--- config.mk ---
export PLATFORM = sky130hd
export DESIGN_NAME = div_unit
export DESIGN_NICKNAME = d
export VERILOG_FILES = /design/src/rtl/div_unit_pkg.sv /design/src/rtl/div_unit.sv
export SDC_FILE = /design/constraint.sdc
export NUM_CORES = 1
export LEC_CHECK = 0
export ABC_AREA = 1
export BUFFER_PORTS_ARGS = -buffer_cell sky130_fd_sc_hd__buf_4
export CORE_ASPECT_RATIO = 0.75
export CORE_MARGIN = 1
export CORE_UTILIZATION = 40
export CTS_BUF_LIST = sky130_fd_sc_hd__clkbuf_2
export DETAILED_ROUTE_END_ITERATION = 10
export PLACE_DENSITY_LB_ADDON = 0.1
export SYNTH_ARGS = -nofsm -noshare
export SYNTH_HDL_FRONTEND = slang
export SYNTH_SLANG_ARGS = --single-unit
export TNS_END_PERCENT = 20
--- constraint.sdc ---
create_clock -name clk -period 3.6 [get_ports clk]
set_clock_uncertainty 0.1 [all_clocks]
set_input_delay 0.36 -clock clk [delete_from_list [all_inputs] [get_ports clk]]
set_output_delay 0.36 -clock clk [all_outputs]
set_load 0.02 [all_outputs]
--- src/rtl/div_unit_pkg.sv ---
// Shared definitions for the iterative divider: FSM encodings, iteration count,
// MIPS DIV/DIVU funct codes and a conditional two's-complement helper.
package div_unit_pkg;

  typedef enum logic [1:0] {
    ST_IDLE    = 2'b00,
    ST_DIVZERO = 2'b01,
    ST_RUN     = 2'b10,
    ST_DONE    = 2'b11
  } div_state_e;

  localparam int unsigned DIV_ITERS = 32;

  localparam logic [5:0] FUNCT_DIV  = 6'b011010;
  localparam logic [5:0] FUNCT_DIVU = 6'b011011;

  function automatic logic [31:0] neg_if(input logic neg, input logic [31:0] v);
    return neg ? (~v + 32'd1) : v;
  endfunction

endpackage

--- src/rtl/div_unit.sv ---
// Multi-cycle restoring divider (DIV/DIVU): 32 shift-subtract steps, sign fix-up
// on completion, result held while start stays high.
module div_unit
  import div_unit_pkg::*;
(
  input  logic        clk,
  input  logic        rst,
  input  logic        signed_div,
  input  logic [31:0] opdata1,
  input  logic [31:0] opdata2,
  input  logic        start,
  input  logic        annul,
  output logic [63:0] result,
  output logic        ready,
  output logic        stall_div
);

  div_state_e  state_q, state_d;
  logic [5:0]  cnt_q, cnt_d;
  logic [64:0] pr_q, pr_d;
  logic [31:0] dvs_q, dvs_d;
  logic        sdiv_q, sdiv_d;
  logic        s1_q, s1_d;
  logic        s2_q, s2_d;
  logic [63:0] res_q, res_d;

  logic [64:0] shifted;
  logic [32:0] trial;
  logic [64:0] step;
  logic [31:0] q_fix;
  logic [31:0] r_fix;

  // One restoring step: shift left, try subtracting the divisor from the upper half.
  always_comb begin
    shifted = {pr_q[63:0], 1'b0};
    trial   = shifted[64:32] - {1'b0, dvs_q};
    step    = trial[32] ? shifted : {trial, shifted[31:1], 1'b1};
    q_fix   = neg_if(sdiv_q & (s1_q ^ s2_q), step[31:0]);
    r_fix   = neg_if(sdiv_q & s1_q, step[63:32]);
  end

  always_comb begin
    state_d = state_q;
    cnt_d   = cnt_q;
    pr_d    = pr_q;
    dvs_d   = dvs_q;
    sdiv_d  = sdiv_q;
    s1_d    = s1_q;
    s2_d    = s2_q;
    res_d   = res_q;

    if (annul) begin
      state_d = ST_IDLE;
      cnt_d   = '0;
      pr_d    = '0;
    end else begin
      unique case (state_q)
        ST_IDLE: begin
          if (start) begin
            if (opdata2 == '0) begin
              state_d = ST_DIVZERO;
            end else begin
              state_d = ST_RUN;
              cnt_d   = '0;
              sdiv_d  = signed_div;
              s1_d    = opdata1[31];
              s2_d    = opdata2[31];
              dvs_d   = neg_if(signed_div & opdata2[31], opdata2);
              pr_d    = {33'b0, neg_if(signed_div & opdata1[31], opdata1)};
            end
          end
        end
        ST_DIVZERO: begin
          pr_d    = '0;
          res_d   = '0;
          state_d = ST_DONE;
        end
        ST_RUN: begin
          pr_d = step;
          if (cnt_q == 6'(DIV_ITERS - 1)) begin
            state_d = ST_DONE;
            res_d   = {r_fix, q_fix};
          end else begin
            cnt_d = cnt_q + 6'd1;
          end
        end
        ST_DONE: begin
          if (!start) state_d = ST_IDLE;
        end
        default: state_d = ST_IDLE;
      endcase
    end
  end

  always_ff @(posedge clk) begin
    if (rst) begin
      state_q <= ST_IDLE;
      cnt_q   <= '0;
      pr_q    <= '0;
      dvs_q   <= '0;
      sdiv_q  <= 1'b0;
      s1_q    <= 1'b0;
      s2_q    <= 1'b0;
      res_q   <= '0;
    end else begin
      state_q <= state_d;
      cnt_q   <= cnt_d;
      pr_q    <= pr_d;
      dvs_q   <= dvs_d;
      sdiv_q  <= sdiv_d;
      s1_q    <= s1_d;
      s2_q    <= s2_d;
      res_q   <= res_d;
    end
  end

  assign ready     = (state_q == ST_DONE);
  assign result    = ready ? res_q : '0;
  assign stall_div = start & ~ready;

endmodule
# Word-level counts from Yosys, hierarchy flattened
# Index checks and enable logic that the tools add are counted.
[op_classes] n_addsub=6 multipliers=0 div_mod_pow=0 n_lt_le_gt_ge=0 n_eq_ne=9 shift=0 mux=20 bitwise=13 n_reduce_logical=11
[ops] cell="$mux 64" n=5
[ops] cell="$pmux 64 s3" n=1
[ops] cell="$add 32x1->32 const B" n=4
[ops] cell="$mux 32" n=4
[ops] cell="$not 32->32" n=4
[ops] cell="$pmux 64 s2" n=1
[ops] cell="$sub 33x32->33" n=1
[ops] cell="$logic_not 32->1" n=1
[ops] cell="$mux 6" n=3
[ops] cell="$pmux 6 s2" n=1
[ops] cell="$ne 2x2->1 const B" n=5
[ops] cell="$reduce_and 3->1" n=3
[ops] cell="$mux 2" n=4
[ops] cell="$pmux 2 s4" n=1
[ops] cell="$reduce_and 4->1" n=2
[ops] cell="$add 6x1->6 const B" n=1
[ops] cell="$eq 6x5->1 const B" n=1
[ops] cell="$and 1x1->1" n=5
[ops] cell="$eq 2x2->1 const B" n=2
[ops] cell="$reduce_bool 2->1" n=2
[ops] cell="$not 1->1" n=3
[ops] cell="$reduce_bool 3->1" n=1
[ops] cell="$eq 2x1->1 const B" n=1
[ops] cell="$logic_not 2->1" n=1
[ops] cell="other kinds (2)" n=2
[word_totals] reg_bits=171 latch_bits=0 ramBits=0 romBits=0 out_inout_bits=66 n_memories=0

# Longest topological paths before layout
# Gate-level depths: netlist (run 1).
[depth] word_depth=7 mapped_depth=30 depth_no_buf=29

# Least setup slack after synthesis (run 1)
# Ideal clock, no wire load.
[synth_timing] kind="reg2reg" start="reg pr_q[31]" end="reg res_q[30]" setup_time_ns=0.070 arrival_ns=3.726 slack_ns=-0.297 stages_incl_launch_ff=31 period_less_slack_ns=3.897 path_cell_list="dfxtp_1 inv_1 ha_1 fa_1 inv_1 nand2_1 nand2_1 nand3_1 nand2_1 nand2_1 nand2_2 nand2_4 nand2_4 nand2_4 nand2_8 buf_4 ha_1 inv_1 nor3_1 inv_1 nor3_1 nand3_1 nor3_1 inv_1 nor2_1 nand2_1 o21ai_0 nand2_1 a21oi_1 o21ai_0 a21oi_1"
[synth_between] elab_chain_len=7
[synth_rtl] element="start, declared" line_no="div_unit.sv:20" text="logic [64:0] pr_q, pr_d;"
[synth_rtl] element="start signal, assigned" line_no="div_unit.sv:108" text="pr_q <= pr_d;"
[synth_rtl] element="$sub 33x32->33" line_no="div_unit.sv:36" text="trial = shifted[64:32] - {1'b0, dvs_q};"
[synth_rtl] element="$mux 64" line_no="div_unit.sv:37" text="step = trial[32] ? shifted : {trial, shifted[31:1], 1'b1};"
[synth_rtl] element="$not 32->32" line_no="div_unit_pkg.sv:18" text="return neg ? (~v + 32'd1) : v;"
[synth_rtl] element="$add 32x1->32" line_no="div_unit_pkg.sv:18"
[synth_rtl] element="$mux 32" line_no="div_unit_pkg.sv:18"
[synth_rtl] element="$mux 64" line_no="div_unit.sv:80" text="if (cnt_q == 6'(DIV_ITERS - 1)) begin"
[synth_rtl] element="$pmux 64 s2" line_no="div_unit.sv:57" text="unique case (state_q)"
[synth_rtl] element="end signal, assigned" line_no="div_unit.sv:113" text="res_q <= res_d;"
[synth_rtl] element="end, declared" line_no="div_unit.sv:25" text="logic [63:0] res_q, res_d;"
# Every way passes these cells. The select of a mux whose other input is x is not followed.
# A chain may end at the register's enable or synchronous reset.

# Final worst setup path (run 1)
[layout_timing] start="reg pr_q[31]" end="reg res_q[18]"
# The elaborated chain is that of the path after synthesis.

==> flow_summary.ini, run 1 <==
[run_status]
status = finished clean

[yosys]
synth-seq-cells = 171
yosysSeqAreaShare_pct = 25.90
yosys.area.top_type = dfxtp_1
synth_top_family_by_area = simple AND/OR/NAND/NOR gates
synth_compound_area_share_pct = 16.01
async_flop_share_pct = 0
synthesis.nets = 2348
synth_xor_area_share_pct = 4.307
synthSimpleGateAreaFrac_pct = 37.05
synth_fa_ha_area_share_pct = 4.033
avgSynthCellArea_um2 = 5.909
synth_cells = 2237
synth_ff_type = dfxtp_1
synth_area_leaders = dfxtp_1, nand2_1, inv_1
synthMuxAreaShare_pct = 0
ys.warnings.count = 0
yosysTopAreaCellShare_pct = 25.90
synth_edf_count = 0
synthDistinctLibCells = 52
syn_area_um2 = 13220

[sta]
fmax_mhz = 281.0
fin_crit_ns = 3.559
hold_slack_ns = 0.1002
finalHoldViolCount = 0
maxSlewViolCount = 0
relSlewSlack_pct = 30.95
rsz0062_at_grt = yes
fin_crit_sh_pct = 98.86
finalSetupTns_ns = 0
setup_viol = 0
tightest_slew_ns = 1.036
finalWorstSetupSlack_ns = 0.04113

[global_route]
grt_usage_pct = 27.36
grt_use_met3_pct = 4.438
grt_pass1_vias = 13580
grt-busiest-layer = met1
grt.met2_usage_pct = 35.56
grt_max_degree = 64
antenna_found_initial = 1
met1_usage_pct = 45.62
grt_overflow_total = 0
grt_pass1_wl_mm = 73.06

[setup_path]
cp-end-kind = flop
r2r_slack_ns = 0.04
path_buf_inv = 6
cp.required_ns = 4.25
crit_start = pr_q[31]
endpoint = res_q[18]
r2r-start = pr_q[31]
crit_path_top_delay_cell = dfxtp_2
crit_cells = 28
cpPeakStageDelay_ns = 0.39
path_class = reg2reg
r2r_cells = 28
crit_path_max_fanout = 3
reg2reg_to = res_q[18]
start_kind = flop
cp_top_family = simple AND/OR/NAND/NOR gates
arrival_ns = 4.21

[final_layout]
syn_to_final_growth_pct = 31.31
drive_gt1_share_pct = 17.16
nFillCells = 3386
nets = 2679
final_cell_mix = nand2_1, inv_1, buf_4, a21oi_1, nor2_1
final_common_cell = nand2_1

[floorplanning]
rows = 57
fp.dieW_um = 211.9
core_um2 = 32450
initial_utilization_pct = 40.73
die_h_um = 159.4
ioPinCount = 135
die_area_um2 = 33780

[clock_tree]
numCtsBuffers = 17
htreeDepth = 4
cts-root-buf = clkbuf_2
clock_latency_ns = 0.85
cts_tree = done
clkTransAtPathRegs_ns = 0.32
clock_path_buffers = 2
cts.sink_count = 171

[placement]
io_buffers = 134
pre_cts_ws_ns = -0.1724
dpl.hpwl_mm = 35.43
gp_congestion = 0.9302

[detailed_routing]
drtIter0Drc = 1141
wl_mm = 46.22
final_antenna_net_count = 0
vias_per_cell = 4.980
vias = 15060
avgRoutedWirePerCell_um = 15.28
drc = 0
firstDrtPassIters = 5

[pwr]
power.density_nw_per_um2 = 259.0
ir_worst_vdd_uv = 250.9
leakagePower_nw = 9.004

[run]
cap_violations = 0

[worst_hold_path]
min_path_type = in2reg
[worst min path at each step]
stage                    start         to  slack [ns]  cells past startpoint
floorplan            dvs_q[13]  dvs_q[13]        0.33                      2
global placement     res_q[59]  res_q[59]        0.35                      2
detailed placement    res_q[4]   res_q[4]        0.36                      2
CTS                 opdata1[1]    pr_q[1]        0.03                      7
global route        opdata1[1]    pr_q[1]        0.04                      7
finish              opdata1[0]    pr_q[3]        0.10                      6
[final cells by class]
| class | count | area [um^2] | area share (%) |
|---|---|---|---|
| diodes | 2 | 5.005 | 0.02884 |
| clock inverters | 15 | 172.7 | 0.9948 |
| clock buffers | 17 | 85.08 | 0.4902 |
| repair buffers | 393 | 3329 | 19.18 |
| inverters | 346 | 1299 | 7.483 |
| multi-input cells | 1639 | 8454 | 48.71 |
| flip-flops and latches | 171 | 3458 | 19.93 |
| well taps | 442 | 553.0 | 3.186 |
[cell usage after synthesis, types with 2 or more instances]
| cell type | number |
|---|---|
| clkbuf_1 | 58 |
| o21bai_1 | 4 |
| or2_2 | 6 |
| nand2_1 | 666 |
| or2_0 | 2 |
| ha_1 | 41 |
| buf_6 | 4 |
| a21oi_2 | 2 |
| buf_4 | 4 |
| inv_1 | 342 |
| buf_1 | 6 |
| o21ai_2 | 4 |
| a211oi_1 | 11 |
| o21a_1 | 2 |
| o21ai_0 | 110 |
| a221oi_1 | 3 |
| nor3_1 | 31 |
| nor2_1 | 183 |
| a31oi_1 | 9 |
| and2_1 | 2 |
| nand3_2 | 3 |
| dfxtp_1 | 171 |
| nand4_1 | 19 |
| o21ai_1 | 5 |
| nor2_2 | 6 |
| nand3b_1 | 10 |
| o31ai_1 | 5 |
| nand3_1 | 161 |
| o211ai_1 | 4 |
| a21oi_4 | 2 |
| xnor2_1 | 22 |
| nand2_4 | 7 |
| inv_2 | 3 |
| a21o_1 | 4 |
| nand2_2 | 24 |
| buf_2 | 9 |
| a21oi_1 | 204 |
| o22ai_1 | 16 |
| xor2_1 | 43 |
| nor4_1 | 13 |
| nor2_4 | 5 |
[report_power, final]
group,total (W),switching [W],internal [W],leakage (nW)
sequential,0.00201,0.0000512,0.00195,1.40
clock,0.00112,0.000872,0.000244,0.150
combinational,0.00137,0.000801,0.000573,7.46
[worst register-to-register path: cells and delay by family, from the launching register on]
kind	cells	cell delay (ns)
flops	1	0.39
compound gates	2	0.16
simple gates	17	1.71
fa+ha+maj	3	0.67
buf+inv	6	0.47
[through the flow]
stage / area (um^2) / std cells / util (%) / total power [W]
global placement: 15350 / 2846 / 47.30 / 0.003175
finish: 17360 / 3025 / 53.49 / 0.004495
detailed placement: 15350 / 2846 / 47.30 / 0.003186
floorplan: 13230 / 2237 / - / 0.002751
global route: 17360 / 3025 / 53.49 / 0.004750
CTS: 17000 / 3009 / 52.40 / 0.004457
[metal layers]
layer,part of all wire (%),vias to the layer above
met5,0,-
met1,55,6777
met3,6.9,37
met2,37,474
li1,-,7775
met4,0.90,0
[flip-flops by register name, indices dropped and copies added (netlist names)]
register / cells
s1_q: 1
cnt_q: 6
sdiv_q: 1
res_q: 64
state_q: 2
s2_q: 1
dvs_q: 32
pr_q: 64
[cell families after synthesis]
| group | Yosys count |
|---|---|
| AOI/OAI and AO/OA | 388 |
| xor gates and xnor gates | 65 |
| adders and majority gates | 42 |
| buffers and inverters | 428 |
| DFF | 171 |
| and+or+nand+nor | 1143 |
[timing repair]
item,CTS,global route
setup endpoints to repair,23,39
hold buffers,122,0
setup buffers,9,14
endpoints found under the hold margin,70,0
resized for setup,32,61
cloned,0,1
pin swaps,7,18
Note: power is estimated with default switching activity, not from simulation.
==> run 2: changes to the inputs <==
- ABC_CLOCK_PERIOD_IN_PS: default -> 3600
- CORE_UTILIZATION: 40 -> 28
==> flow_summary.ini, run 2 (synthesis gave the netlist of run 1 again) <==
[sta]
setup_viol = 13
fmax_mhz = 271.7
maxSlewViolCount = 0
relSlewSlack_pct = 49.64
finalHoldViolCount = 0
finalWorstSetupSlack_ns = -0.08074
tightest_slew_ns = 0.7555
rsz0062_at_grt = yes
fin_crit_ns = 3.681
fin_crit_sh_pct = 102.2

[setup_path]
cpPeakStageDelay_ns = 0.62
start_kind = input port
cp.required_ns = 4.40
crit_path_top_delay_cell = dlygate4sd3_1
path_buf_inv = 6
cp_top_family = buffers and inverters
path_class = in2reg
arrival_ns = 4.48
cp-end-kind = flop
crit_path_max_fanout = 4
path_cells = dlygate4sd3_1, buf_4, nor2_1, nand2_1, nor2_2, nand2_1, nand2_1, o21ai_1, nor2_1, nand2_1, o21ai_2, buf_4, o21ai_0, a21oi_1, dlygate4sd3_1, o21ai_0, dlygate4sd3_1, a21oi_1, dlygate4sd3_1

[final_layout]
multi_input_area_um2 = 8452
nets = 2766
syn_to_final_growth_pct = 38.85
final_util_pct = 39.65
reg_top3 = pr_q (64), res_q (64), dvs_q (32)
register_area_um2 = 3445
nFillCells = 5149
final_cell_mix = nand2_1, inv_1, buf_4, a21oi_1, nor2_1
final_common_cell = nand2_1
drive_gt1_share_pct = 18.18

[clock_tree]
cts.sink_count = 171
numCtsBuffers = 17
htreeDepth = 4
clock_path_buffers = 2
clkTransAtPathRegs_ns = 0.28
clock_latency_ns = 0.94
cts_tree = done
cts-root-buf = clkbuf_2

[pwr]
clockPowerShare_pct = 24.7
p_seq_share_pct = 42.8
power_w = 0.004686
sw_frac_of_total_pct = 36.65
ir_worst_vdd_uv = 166.3
p_int_w = 0.002968
comb_power_share_pct = 32.5
leakagePower_nw = 9.409
power.density_nw_per_um2 = 255.3
power.switching_w = 0.001717

[floorplanning]
fp.dieW_um = 252.9
die_area_um2 = 48090
core_um2 = 46280
ioPinCount = 135
initial_utilization_pct = 28.56
die_h_um = 190.2
rows = 68

[global_route]
grt_overflow_total = 0
grt_max_degree = 67
grt_pass1_vias = 13920
antenna_found_initial = 1
grt_usage_pct = 21.37
grt_pass1_wl_mm = 79.49

[detailed_routing]
final_antenna_net_count = 0
firstDrtPassIters = 6
wl_mm = 51.39
drtIter0Drc = 1202
vias = 15110
avgRoutedWirePerCell_um = 15.58
vias_per_cell = 4.580
drc = 0

[run_status]
status = finished with violations
violations = negative setup slack

[placement]
io_buffers = 134
gp_congestion = 0.8931
dpl.hpwl_mm = 39.83

[worst_hold_path]
min_path_type = in2reg

[run]
cap_violations = 0
## run 2: final timing paths
check	from	to	cells past startpoint	slack [ns]
min reg2reg	res_q[44]	res_q[44]	2	0.38
max reg2reg	pr_q[31]	res_q[30]	30	-0.07
max	opdata1[6]	pr_q[26]	19	-0.08
min	opdata1[1]	pr_q[2]	7	0.22
## run 2: repair_timing
item | in CTS | in global routing
hold buffers | 160 | 0
buffers inserted | 14 | 10
endpoints found under the hold margin | 115 | 0
gates resized for setup | 33 | 59
pin swaps | 12 | 18
setup endpoints to repair | 25 | 48
## run 2: through the flow
step | std cells | worst slack (ns) | area (um^2) | TNS (ns) | hold slack, ns
6_report | 3299 | -0.08074 | 18350 | -0.4663 | 0.2218
3_5_place_dp | 3088 | -0.2263 | 16000 | -1.176 | 0.3560
3_3_place_gp | 3088 | -0.1818 | 16000 | -0.7187 | 0.3537
4_1_cts | 3294 | -0.1372 | 18050 | -0.6118 | 0.08805
5_1_grt | 3299 | -0.3081 | 18350 | -7.683 | 0.1557
2_1_floorplan | 2237 | -0.1146 | 13230 | -0.2801 | 0.3301
## run 2: power by group through the flow
stage / logic [W] / clock network, W / registers, W
finish: 0.00152 / 0.00116 / 0.00200
floorplan: 0.000735 / 0 / 0.00202
global placement: 0.00121 / 0 / 0.00203
CTS: 0.00145 / 0.00121 / 0.00200
detailed placement: 0.00121 / 0 / 0.00203
global route: 0.00168 / 0.00128 / 0.00201
## run 2: worst reg2reg max path, delay by kind of cell (launching register included)
| kind | cells | cell delay [ns] |
|---|---|---|
| buffers and inverters | 6 | 0.44 |
| AND/OR/NAND/NOR | 17 | 1.59 |
| adder cells (fa/ha/maj) | 3 | 0.62 |
| flip-flops | 1 | 0.39 |
| AO/OA/AOI/OAI | 4 | 0.47 |
## run 2: cell type report
cell class / instances / share of cell area [%]
Clock buffer: 18 / 0.4909
Multi-Input combinational cell: 1638 / 46.05
Antenna cell: 1 / 0.01364
Inverter: 346 / 7.077
Tap cell: 630 / 4.295
Clock inverter: 14 / 0.8727
Sequential cell: 171 / 18.77
Timing Repair Buffer: 481 / 22.43
## run 2: metal layers
metal,share of wire [%],GRT usage (%)
met4,0.98,4.196
met2,36,26.88
met5,0,0
met3,4.5,2.641
met1,58,36.41
==> run 3: changes to the inputs <==
- CORE_ASPECT_RATIO: 0.75 -> default
==> flow_summary.ini, run 3 (synthesis gave the netlist of run 1 again) <==
[setup_path]
crit_path_top_delay_cell = dfxtp_2
r2r_cells = 28
crit_cells = 28
cp.required_ns = 4.39
crit_start = pr_q[31]
cpPeakStageDelay_ns = 0.39
path_buf_inv = 5
endpoint = res_q[56]
start_kind = flop
path_class = reg2reg
crit_path_max_fanout = 12
crit_top_cell = nand2_2
r2r-start = pr_q[31]
reg2reg_to = res_q[56]
cp-end-kind = flop
arrival_ns = 4.38
r2r_slack_ns = 0.007
cp_top_family = simple AND/OR/NAND/NOR gates

[final_layout]
final_cell_mix = nand2_1, inv_1, buf_4, a21oi_1, nor2_1
final_common_cell = nand2_1
fin_area_um2 = 18320
nets = 2747
reg_top3 = pr_q (64), res_q (64), dvs_q (32)
drive_gt1_share_pct = 18.99
syn_to_final_growth_pct = 38.60
final_util_pct = 39.35

[clock_tree]
htreeDepth = 4
cts.sink_count = 171
clock_path_buffers = 2
clock_latency_ns = 0.96
clkTransAtPathRegs_ns = 0.30
numCtsBuffers = 17
cts_tree = done
cts-root-buf = clkbuf_2

[pwr]
ir_worst_vdd_uv = 140.9
power_w = 0.004549
leakagePower_nw = 9.302
power.density_nw_per_um2 = 248.3

[global_route]
grt-busiest-layer = met1
grt.met2_usage_pct = 28.25
grt_overflow_total = 0
grt_usage_pct = 20.03
grt_max_degree = 64
met1_usage_pct = 31.48
grt_pass1_wl_mm = 75.66
grt_use_met3_pct = 2.024
antenna_found_initial = 1
grt_pass1_vias = 13770

[floorplanning]
die_h_um = 219.3
core_um2 = 46560
die_area_um2 = 48080
ioPinCount = 135
rows = 79
initial_utilization_pct = 28.39
fp.dieW_um = 219.3

[detailed_routing]
drc = 0
wl_mm = 47.87
final_antenna_net_count = 0
firstDrtPassIters = 5
vias = 14940
vias_per_cell = 4.586
avgRoutedWirePerCell_um = 14.70
drtIter0Drc = 824

[placement]
post_dp_cell_area_um2 = 15780
pre_cts_ws_ns = -0.2754
io_buffers = 134
gp_congestion = 0.8972
dpl.hpwl_mm = 36.92

[sta]
relSlewSlack_pct = 31.03
fmax_mhz = 278.3
finalHoldViolCount = 0
finalWorstSetupSlack_ns = 0.006784
setup_viol = 0
rsz0062_at_grt = yes
maxSlewViolCount = 0
fin_crit_sh_pct = 99.81
fin_crit_ns = 3.593
tightest_slew_ns = 1.033

[run_status]
status = finished clean

[run]
cap_violations = 0

[worst_hold_path]
min_path_type = in2reg
-- run 3: cell types whose count changed in the layout (fill, tap and decap cells not counted), sizes merged --
cell / delta
clkinv: -2
bufinv: -2
buf: -21
dlygate4sd3: +2
clkinvlp: +1
inv: +3
-- run 3: worst reg2reg max path: cells and delay by family (launching register included) --
| family | cells | cell delay [ns] |
|---|---|---|
| compound gates | 1 | 0.16 |
| simple gates | 19 | 1.77 |
| fa+ha+maj | 3 | 0.68 |
| buf+inv | 5 | 0.46 |
| flops | 1 | 0.39 |
-- run 3: area by class of cell --
class,count,area (um^2)
fillers,5131,28240
multi-input cells,1638,8618
repair buffers,462,3935
flip-flops and latches,171,3470
inverters,346,1303
well taps,607,759.5
clock inverters,14,142.6
clock buffers,18,90.09
diodes,1,2.502
-- run 3: metrics by stage --
| stage | std cells | setup TNS [ns] | hold slack [ns] |
|---|---|---|---|
| 6_report | 3257 | 0 | 0.1939 |
| 5_1_grt | 3257 | -2.328 | 0.1330 |
| 4_1_cts | 3247 | -0.4683 | 0.06469 |
| 3_5_place_dp | 3044 | -2.003 | 0.3555 |
| 3_3_place_gp | 3044 | -0.8451 | 0.3534 |
| 2_1_floorplan | 2237 | -0.2801 | 0.3301 |
-- run 3: what timing repair did --
item / in CTS / in global routing
resized for setup: 60 / 75
endpoints found under the hold margin: 132 / 0
hold buffers: 162 / 0
buffers inserted: 9 / 10
pin swaps: 13 / 22
setup endpoints to repair: 26 / 48
-- run 3: how the worst min path moves through the flow --
stage               start   endpoint  depth (start not counted)  slack (ns)
3_5_place_dp     res_q[4]   res_q[4]                          2        0.36
4_1_cts        opdata1[0]    pr_q[2]                          7        0.06
5_1_grt               rst  dvs_q[26]                          5        0.13
2_1_floorplan   dvs_q[13]  dvs_q[13]                          2        0.33
6_report       opdata1[0]    pr_q[2]                          7        0.19
3_3_place_gp    res_q[22]  res_q[22]                          2        0.35
-- run 3: routing by layer --
layer / part of all wire [%] / wire (um) / up-vias
met5: 0 / 0 / -
met4: 1.4 / 653 / 0
met3: 3.7 / 1762 / 36
met2: 40 / 19240 / 279
met1: 55 / 26210 / 6718
li1: - / - / 7905
-- run 3: where the power goes --
part / leakage, nW / switching (W) / internal (W)
clock: 0.138 / 0.000867 / 0.000228
sequential: 1.40 / 0.0000501 / 0.00195
combinational: 7.76 / 0.000812 / 0.000640
